--- config.mk ---
export PLATFORM = sky130hd
export DESIGN_NAME = qspi_arb
export DESIGN_NICKNAME = d
export VERILOG_FILES = /design/src/rtl/qspi_arb_pkg.sv /design/src/rtl/qspi_arb_wdog.sv /design/src/rtl/qspi_arb.sv
export SDC_FILE = /design/constraint.sdc
export NUM_CORES = 1
export LEC_CHECK = 0
export CORE_MARGIN = 4
export CORE_UTILIZATION = 42
export CTS_CLUSTER_DIAMETER = 100
export DETAILED_ROUTE_END_ITERATION = 8
export GPL_ROUTABILITY_DRIVEN = 0
export PLACE_DENSITY = 0.9
export RECOVER_POWER = 50
export SYNTH_ARGS = -nofsm -noshare
export SYNTH_HDL_FRONTEND = slang
export SYNTH_SLANG_ARGS = --single-unit
export TNS_END_PERCENT = 5
--- constraint.sdc ---
create_clock -name clk -period 1.8 [get_ports clk]
set_input_delay 0.27 -clock clk [delete_from_list [all_inputs] [get_ports clk]]
set_output_delay 0.27 -clock clk [all_outputs]
set_load 0.01 [all_outputs]
--- src/rtl/qspi_arb_pkg.sv ---
// Shared definitions for the QSPI line-transfer arbiter: default geometry,
// FSM state encoding and a small state classification helper.
package qspi_arb_pkg;

    localparam int QSPI_PA          = 22;
    localparam int QSPI_LINE_LENGTH = 4;
    localparam int QSPI_TIMEOUT     = 255;
    localparam int TAGW             = QSPI_PA - $clog2(QSPI_LINE_LENGTH);

    typedef enum logic [2:0] {
        ST_IDLE   = 3'd0,
        ST_I_FILL = 3'd1,
        ST_D_PUSH = 3'd2,
        ST_D_PULL = 3'd3,
        ST_GAP    = 3'd4
    } arb_state_e;

    function automatic logic is_busy(input arb_state_e st);
        return (st == ST_I_FILL) || (st == ST_D_PUSH) || (st == ST_D_PULL);
    endfunction

endpackage

--- src/rtl/qspi_arb_wdog.sv ---
// Transfer watchdog: loaded at grant, counts granted cycles and flags expiry
// when the count of granted cycles reaches TIMEOUT.
module qspi_arb_wdog #(
    parameter int TIMEOUT = 255
) (
    input  logic clk,
    input  logic rst_n,
    input  logic load_i,
    input  logic run_i,
    output logic expire_o
);

    localparam int CW = $clog2(TIMEOUT + 1);
    localparam logic [CW-1:0] LIMIT = CW'(TIMEOUT);
    localparam logic [CW-1:0] ONE   = CW'(1);

    logic [CW-1:0] cnt_q;
    logic [CW-1:0] cnt_d;

    // The first granted cycle already counts as cycle 1, so the load value is 1.
    always_comb begin
        cnt_d = cnt_q;
        if (load_i) begin
            cnt_d = ONE;
        end else if (run_i && (cnt_q != LIMIT)) begin
            cnt_d = cnt_q + ONE;
        end else if (!run_i) begin
            cnt_d = '0;
        end else begin
            cnt_d = cnt_q;
        end
    end

    // Counter register.
    always_ff @(posedge clk or negedge rst_n) begin
        if (!rst_n) begin
            cnt_q <= '0;
        end else begin
            cnt_q <= cnt_d;
        end
    end

    assign expire_o = run_i && (cnt_q == LIMIT);

endmodule

--- src/rtl/qspi_arb.sv ---
// Arbitrates the QSPI line engine between I-cache fill, D-cache writeback and
// D-cache fill; latches the winner, steers strobes back and guards with a watchdog.
module qspi_arb
    import qspi_arb_pkg::*;
#(
    parameter int PA          = QSPI_PA,
    parameter int LINE_LENGTH = QSPI_LINE_LENGTH,
    parameter int TIMEOUT     = QSPI_TIMEOUT
) (
    input  logic                            clk,
    input  logic                            reset,
    input  logic                            rom_enable,
    input  logic                            i_req,
    input  logic [PA-$clog2(LINE_LENGTH)-1:0] i_tag,
    input  logic                            d_push,
    input  logic                            d_pull,
    input  logic [PA-$clog2(LINE_LENGTH)-1:0] d_tag,
    output logic                            mem_req,
    output logic                            mem_i_d,
    output logic                            mem_mem,
    output logic                            mem_write,
    output logic [PA-$clog2(LINE_LENGTH)-1:0] mem_paddr,
    input  logic                            mem_done,
    input  logic                            q_wstrobe_i,
    input  logic                            q_wstrobe_d,
    input  logic                            q_rstrobe_d,
    output logic                            i_wstrobe,
    output logic                            d_wstrobe,
    output logic                            d_rstrobe,
    output logic                            i_done,
    output logic                            d_done,
    output logic                            timeout_err
);

    localparam int TW = PA - $clog2(LINE_LENGTH);

    arb_state_e    state_q, state_d, grant_s;
    logic          mem_req_q, mem_req_d;
    logic          mem_i_d_q, mem_i_d_d;
    logic          mem_mem_q, mem_mem_d;
    logic          mem_write_q, mem_write_d;
    logic [TW-1:0] mem_paddr_q, mem_paddr_d;
    logic          last_d_q, last_d_d;
    logic          d_lock_q, d_lock_d;
    logic          busy_s, expire_s, end_s, load_s;

    assign busy_s = is_busy(state_q);
    assign load_s = (state_q == ST_IDLE) && (grant_s != ST_IDLE);
    assign end_s  = busy_s && (mem_done || expire_s);

    qspi_arb_wdog #(.TIMEOUT(TIMEOUT)) u_wdog (
        .clk      (clk),
        .rst_n    (reset),
        .load_i   (load_s),
        .run_i    (busy_s),
        .expire_o (expire_s)
    );

    // Owner selection: a pending refill after our own writeback wins outright,
    // otherwise D and I alternate on last_d and writeback beats refill.
    always_comb begin
        grant_s = ST_IDLE;
        if (d_lock_q && d_pull) begin
            grant_s = ST_D_PULL;
        end else if ((d_push || d_pull) && !(i_req && last_d_q)) begin
            grant_s = d_push ? ST_D_PUSH : ST_D_PULL;
        end else if (i_req) begin
            grant_s = ST_I_FILL;
        end else begin
            grant_s = ST_IDLE;
        end
    end

    // Next-state, grant latching and completion bookkeeping.
    always_comb begin
        state_d     = state_q;
        mem_req_d   = mem_req_q;
        mem_i_d_d   = mem_i_d_q;
        mem_mem_d   = mem_mem_q;
        mem_write_d = mem_write_q;
        mem_paddr_d = mem_paddr_q;
        last_d_d    = last_d_q;
        d_lock_d    = d_lock_q;
        case (state_q)
            ST_IDLE: begin
                if (grant_s != ST_IDLE) begin
                    state_d     = grant_s;
                    mem_req_d   = 1'b1;
                    mem_i_d_d   = (grant_s == ST_I_FILL);
                    mem_write_d = (grant_s == ST_D_PUSH);
                    mem_mem_d   = (grant_s == ST_D_PUSH) ? 1'b0 : rom_enable;
                    mem_paddr_d = (grant_s == ST_I_FILL) ? i_tag : d_tag;
                    d_lock_d    = (grant_s == ST_D_PUSH) ? d_lock_q : 1'b0;
                end else begin
                    state_d = ST_IDLE;
                end
            end
            ST_I_FILL, ST_D_PUSH, ST_D_PULL: begin
                if (end_s) begin
                    state_d   = ST_GAP;
                    mem_req_d = 1'b0;
                    last_d_d  = (state_q != ST_I_FILL);
                    d_lock_d  = (state_q == ST_D_PUSH) ? 1'b1 : d_lock_q;
                end else begin
                    state_d = state_q;
                end
            end
            ST_GAP: begin
                state_d = ST_IDLE;
            end
            default: begin
                state_d   = ST_IDLE;
                mem_req_d = 1'b0;
            end
        endcase
    end

    // State and latched transaction registers.
    always_ff @(posedge clk or negedge reset) begin
        if (!reset) begin
            state_q     <= ST_IDLE;
            mem_req_q   <= 1'b0;
            mem_i_d_q   <= 1'b0;
            mem_mem_q   <= 1'b0;
            mem_write_q <= 1'b0;
            mem_paddr_q <= '0;
            last_d_q    <= 1'b0;
            d_lock_q    <= 1'b0;
        end else begin
            state_q     <= state_d;
            mem_req_q   <= mem_req_d;
            mem_i_d_q   <= mem_i_d_d;
            mem_mem_q   <= mem_mem_d;
            mem_write_q <= mem_write_d;
            mem_paddr_q <= mem_paddr_d;
            last_d_q    <= last_d_d;
            d_lock_q    <= d_lock_d;
        end
    end

    assign mem_req   = mem_req_q;
    assign mem_i_d   = mem_i_d_q;
    assign mem_mem   = mem_mem_q;
    assign mem_write = mem_write_q;
    assign mem_paddr = mem_paddr_q;

    // Strobes and dones are state-gated so anything outside a transfer is dropped.
    assign i_wstrobe   = (state_q == ST_I_FILL) && q_wstrobe_i;
    assign d_wstrobe   = (state_q == ST_D_PULL) && q_wstrobe_d;
    assign d_rstrobe   = (state_q == ST_D_PUSH) && q_rstrobe_d;
    assign i_done      = (state_q == ST_I_FILL) && end_s;
    assign d_done      = ((state_q == ST_D_PUSH) || (state_q == ST_D_PULL)) && end_s;
    assign timeout_err = expire_s && !mem_done;

endmodule

* Word-level counts from Yosys, hierarchy flattened
Index checks and enable logic that the tools add are counted.
** Operators by class
- Equality and inequality tests :: 14
- Shifts and indexed selects :: 0
- Reduce and logical (&&, ||, !) cells :: 28
- Magnitude comparators :: 0
- Multiplexer cells :: 20
- Div/mod/pow operators :: 0
- Multipliers :: 0
- Bitwise gates (word level) :: 1
- $add $sub $neg :: 1
** Operators by type and width (count)
- 2-to-1 mux 8 bit :: 3
- 2-to-1 mux 20 bit :: 1
- logical AND 1 bit :: 13
- == test 3 x 2 -> 1 bit (second input constant) :: 3
- 2-to-1 mux 1 bit :: 9
- adder 8 x 1 -> 8 bit (second input constant) :: 1
- == test 8 bit (second input constant) :: 1
- inequality test 8 bit (second input constant) :: 1
- == test 3 x 1 -> 1 bit (second input constant) :: 2
- 2-to-1 mux 2 bit :: 3
- inequality test 2 bit (second input constant) :: 3
- inequality test 3 x 1 -> 1 bit (second input constant) :: 2
- case mux 3 bit (2 select lines) :: 1
- logical OR 1 bit :: 5
- AND reduction 5 bit :: 1
- AND reduction 2 bit :: 2
- == test 3 bit (second input constant) :: 1
- zero test 3 bit :: 1
- 2-to-1 mux 3 bit :: 1
- case mux 1 bit (3 select lines) :: 1
- AND reduction 3 bit :: 1
- nonzero test 3 bit :: 1
- OR reduction 3 bit :: 1
- zero test 1 bit :: 2
- other kinds (4) :: 4
** Storage, ports and cells
- Flip-flop bits (word level) :: 37
- Bits in read-only memories :: 0
- Memory bits (writable) :: 0
- Output and inout port bits :: 30
- Memories kept :: 0
- Input port bits :: 50
- Logic and storage cells :: 73
- Latch bits :: 0

* Depth between registers and ports, before layout
- Depth after elaboration :: 9
- Gate-level depth with buffers :: 7
- Gate-level depth less buffers :: 5

* Modules after synthesis
From an unflattened synthesis, not the netlist that was laid out.
** Second synthesis, totals
- Cell total of the unflattened synthesis :: 209
- Area total of the unflattened synthesis :: 1951.9 um^2
** Modules (own cells, without submodules)
- qspi_arb :: area each 1534.0 um^2, sequential area each 725.7 um^2, instances 1, cells an instance 167
- qspi_arb_wdog :: area each 417.9 um^2, sequential area each 200.2 um^2, instances 1, cells an instance 42

* Least setup slack after synthesis
OpenSTA, ideal clock, no wires.
- Path type :: register to output
- From :: reg u_wdog.cnt_q[0]
- To :: out i_done
- Stages on the path, launching flop included :: 6
- Required time :: 1530 ps
- Path buffers :: 1
- Arrival time :: 1432 ps
- Setup slack :: 98 ps
- Cell sequence :: dfrtp_1 ha_1 and4_1 clkbuf_1 a21oi_1 nor3_1
** On the way
- Word-level cells in the longest chain between the ends :: 5
** RTL lines
- from (decl) :: RTL line qspi_arb_wdog.sv:17 : logic [CW-1:0] cnt_q;
- from (signal assigned) :: RTL line qspi_arb_wdog.sv:39 : cnt_q <= cnt_d;
- == test 8 bit :: RTL line qspi_arb_wdog.sv:43 : assign expire_o = run_i && (cnt_q == LIMIT);
- logical AND 1 bit :: RTL line qspi_arb_wdog.sv:43
- logical OR 1 bit :: RTL line qspi_arb.sv:49 : assign end_s = busy_s && (mem_done || expire_s);
- logical AND 1 bit :: RTL line qspi_arb.sv:49
- logical AND 1 bit :: RTL line qspi_arb.sv:151 : assign i_done = (state_q == ST_I_FILL) && end_s;
- to (decl) :: RTL line qspi_arb.sv:30 : output logic i_done,
Every way passes these cells.

* Worst setup path after layout
- From :: reg u_wdog.cnt_q[0]
- To :: out d_done
** On the way
- Word-level cells in the longest chain between the ends :: 5
** RTL lines
- == test 8 bit :: RTL line qspi_arb_wdog.sv:43
- logical AND 1 bit :: RTL line qspi_arb_wdog.sv:43
- logical OR 1 bit :: RTL line qspi_arb.sv:49
- logical AND 1 bit :: RTL line qspi_arb.sv:49
- logical AND 1 bit :: RTL line qspi_arb.sv:152 : assign d_done = ((state_q == ST_D_PUSH) || (state_q == ST_D_PULL)) && end_s;
- to (decl) :: RTL line qspi_arb.sv:31 : output logic d_done,
Every way passes these cells.

==> impl_metrics.py <==
metrics = {
    "run_status": {
        "outcome": "completed",
    },
    "sta": {
        "whs_ns": 0.491,
        "fin_crit_sh_pct": 98.6,
        "max-slew-margin-rel_pct": 23.0,
        "clock.fmax_mhz": 563,
        "fin_skew_ns": 0.00481,
        "hold_viol_final": 0,
        "min_period_ns": 1.78,
        "tns_ns": 0,
        "setup_viol": 0,
        "fin_ws_ns": 0.0248,
        "rsz0062_at_grt": "true",
        "slew_viol_final": 0,
        "tightest_slew_ns": 1.16,
    },
    "layout": {
        "utilization_pct": 68.9,
        "syn_to_final_growth_pct": 58.9,
        "final_cell_mix": "clkdlybuf4s50_1, dfrtp_1, nor2_1, a21oi_1, nand2_1",
        "instances_no_fill": 359,
        "antenna_cells": 0,
        "layout_commonest_cell": "clkdlybuf4s50_1",
        "multiInputGateArea_um2": 897,
        "drive_gt1_share_pct": 20.5,
        "fin_area_mm2": 0.00298,
        "nets": 358,
        "fill_cells": 351,
        "seq_area_um2": 927,
    },
    "synthesis": {
        "ys.flop_type": "dfrtp_1",
        "synthTopCellsByArea": "dfrtp_1, a21oi_1, a21oi_2, nor2_1, nand2_1",
        "synth_cell_types": 32,
        "synth.yosys.seq_area_share_pct": 49.4,
        "synth_edf_count": 0,
        "syn-mean-instance-area_um2": 8.97,
        "ys_warn_count": 0,
        "syn-num-nets": 260,
        "synth_area_mm2": 0.00188,
        "async_flop_share_pct": 100,
        "yosys.area.top_type_share_pct": 49.4,
        "synth_largest_area_cell": "dfrtp_1",
        "ys_seq_elements": 37,
        "synthCells": 209,
    },
    "setup_path": {
        "cp_top_family": "flip-flops",
        "startpoint_type": "register",
        "worst_path_max_delay_cell": "dfrtp_1",
        "r2r_setup_slack_ns": 0.05,
        "critical_path_class": "reg -> out",
        "crit_chain": "ha_2 -> and4_4 -> a21oi_4 -> nor2_1 -> clkdlybuf4s15_1",
        "worstSetupEndpointType": "output pin",
        "worst-path-buf-inv": 1,
        "max_stage_delay_ns": 0.38,
        "cp_data_required_time_ns": 1.53,
        "cp.arrival_ns": 1.51,
        "path_max_fanout": 4,
    },
    "route": {
        "drt-total-wl_um": 5580,
        "drc": 0,
        "wire_per_inst_um": 15.5,
        "ant_nets": 0,
        "num_vias": 1882,
        "dr.pass1.iters": 4,
        "drt_iter0_markers": 78,
        "via_per_inst": 5.24,
    },
    "global_routing": {
        "overflow": 0,
        "antenna_found_initial": 0,
        "grtUsageTotal_pct": 20.0,
        "first_global_vias": 1865,
        "grt_pass1_wl_um": 8540,
        "grt_start_max_net_pins": 21,
    },
    "clocking": {
        "htree_levels": 2,
        "cts_num_sinks": 37,
        "clk-insertion-delay-late_ns": 0.29,
        "cts_tree": "built",
        "clk_path_buf_depth": 2,
        "clk_pin_slew_ns": 0.07,
        "cts_buffers": 5,
        "root_buffer": "clkbuf_8",
    },
    "floorplanning": {
        "pin_count": 80,
        "die_area_mm2": 0.00560,
        "coreArea_mm2": 0.00432,
        "rows": 24,
        "die_y_um": 74.8,
        "initial_core_util_pct": 43.4,
        "die_w_um": 74.8,
    },
    "job": {
        "maxCapViolations": 0,
    },
    "power_and_ir_drop": {
        "vdd_ir_drop_max_v": 0.00114,
        "powerDensity_mw_per_mm2": 1540,
        "power.total_mw": 4.58,
        "power.leakage_nw": 1.29,
    },
    "placement": {
        "post-dp-hpwl_um": 4120,
        "io_buffer_count": 79,
        "dp.cells": 349,
        "dp_slack_ns": -0.0836,
        "placed_area_mm2": 0.00283,
    },
    "worst_hold_path": {
        "hold_class": "reg -> reg",
    },
}
==> cells by family after synthesis <==
logic type	share of synthesized area, %
AOI/OAI and AO/OA	22.6
xor gates and xnor gates	0.934
adders and majority gates	0.667
buffers and inverters	4.87
DFF	49.4
muxes	0.534
and+or+nand+nor	21.0
==> worst register-to-register path: cells and delay by family (launching register included) <==
family	cells	cell delay (ns)
compound gates	2	0.20
simple gates	2	0.69
flops	1	0.44
buf+inv	2	0.31
==> cell usage after synthesis, types with 2 or more instances <==
cell type	instances
nor3_1	8
o21ai_0	6
nor2_1	33
inv_1	3
nor2b_1	2
a21oi_1	32
buf_2	4
a21oi_2	18
buf_6	4
a21o_1	3
a211oi_1	2
nand3_1	3
and4_1	2
xnor2_1	2
dfrtp_1	37
a31oi_1	2
clkbuf_1	4
nand2_1	28
and3_1	3
==> layout make-up <==
class,count,share of cell area (%)
repair buffers,103,33.3
inverters,3,0.378
well taps,52,2.18
clock buffers,7,2.90
flip-flops and latches,37,31.1
multi-input cells,157,30.1
==> power by group <==
group	internal (mW)	switching, mW
Clock	0.304	0.283
Combinational	1.31	1.27
Sequential	1.20	0.229
Total	2.81	1.78
==> final timing paths <==
path | start | endpoint | cells after the start
worst min-delay path | mem_write | mem_write | 2
worst min register to register | mem_write | mem_write | 2
max in group asynchronous | reset | d_lock_q | 2
worst max register to register | state_q[1] | mem_paddr[10] | 6
worst max-delay path | u_wdog.cnt_q[0] | d_done | 5
min in group asynchronous | reset | mem_paddr[18] | 2
==> routing by layer <==
metal / up-vias / wire, um / global-route usage [%]
li1: 913 / - / -
met1: 893 / 2260 / 25.3
met2: 66 / 2850 / 34.1
met3: 10 / 400 / 4.14
met4: 0 / 74 / 6.52
met5: - / 0 / 0
==> flip-flops by register name, indices dropped and copies added, names as in the netlist <==
name	cells
mem_write	1
mem_paddr	20
last_d_q	1
mem_i_d	1
state_q	3
mem_req	1
mem_mem	1
d_lock_q	1
u_wdog.cnt_q	8
==> repair_timing <==
item	CTS	global route
setup buffers	0	2
hold endpoints to repair	19	0
hold buffers	1	0
endpoints found under the setup margin	6	7
gates resized for setup	15	12
Power figures use the tool's default switching activity.
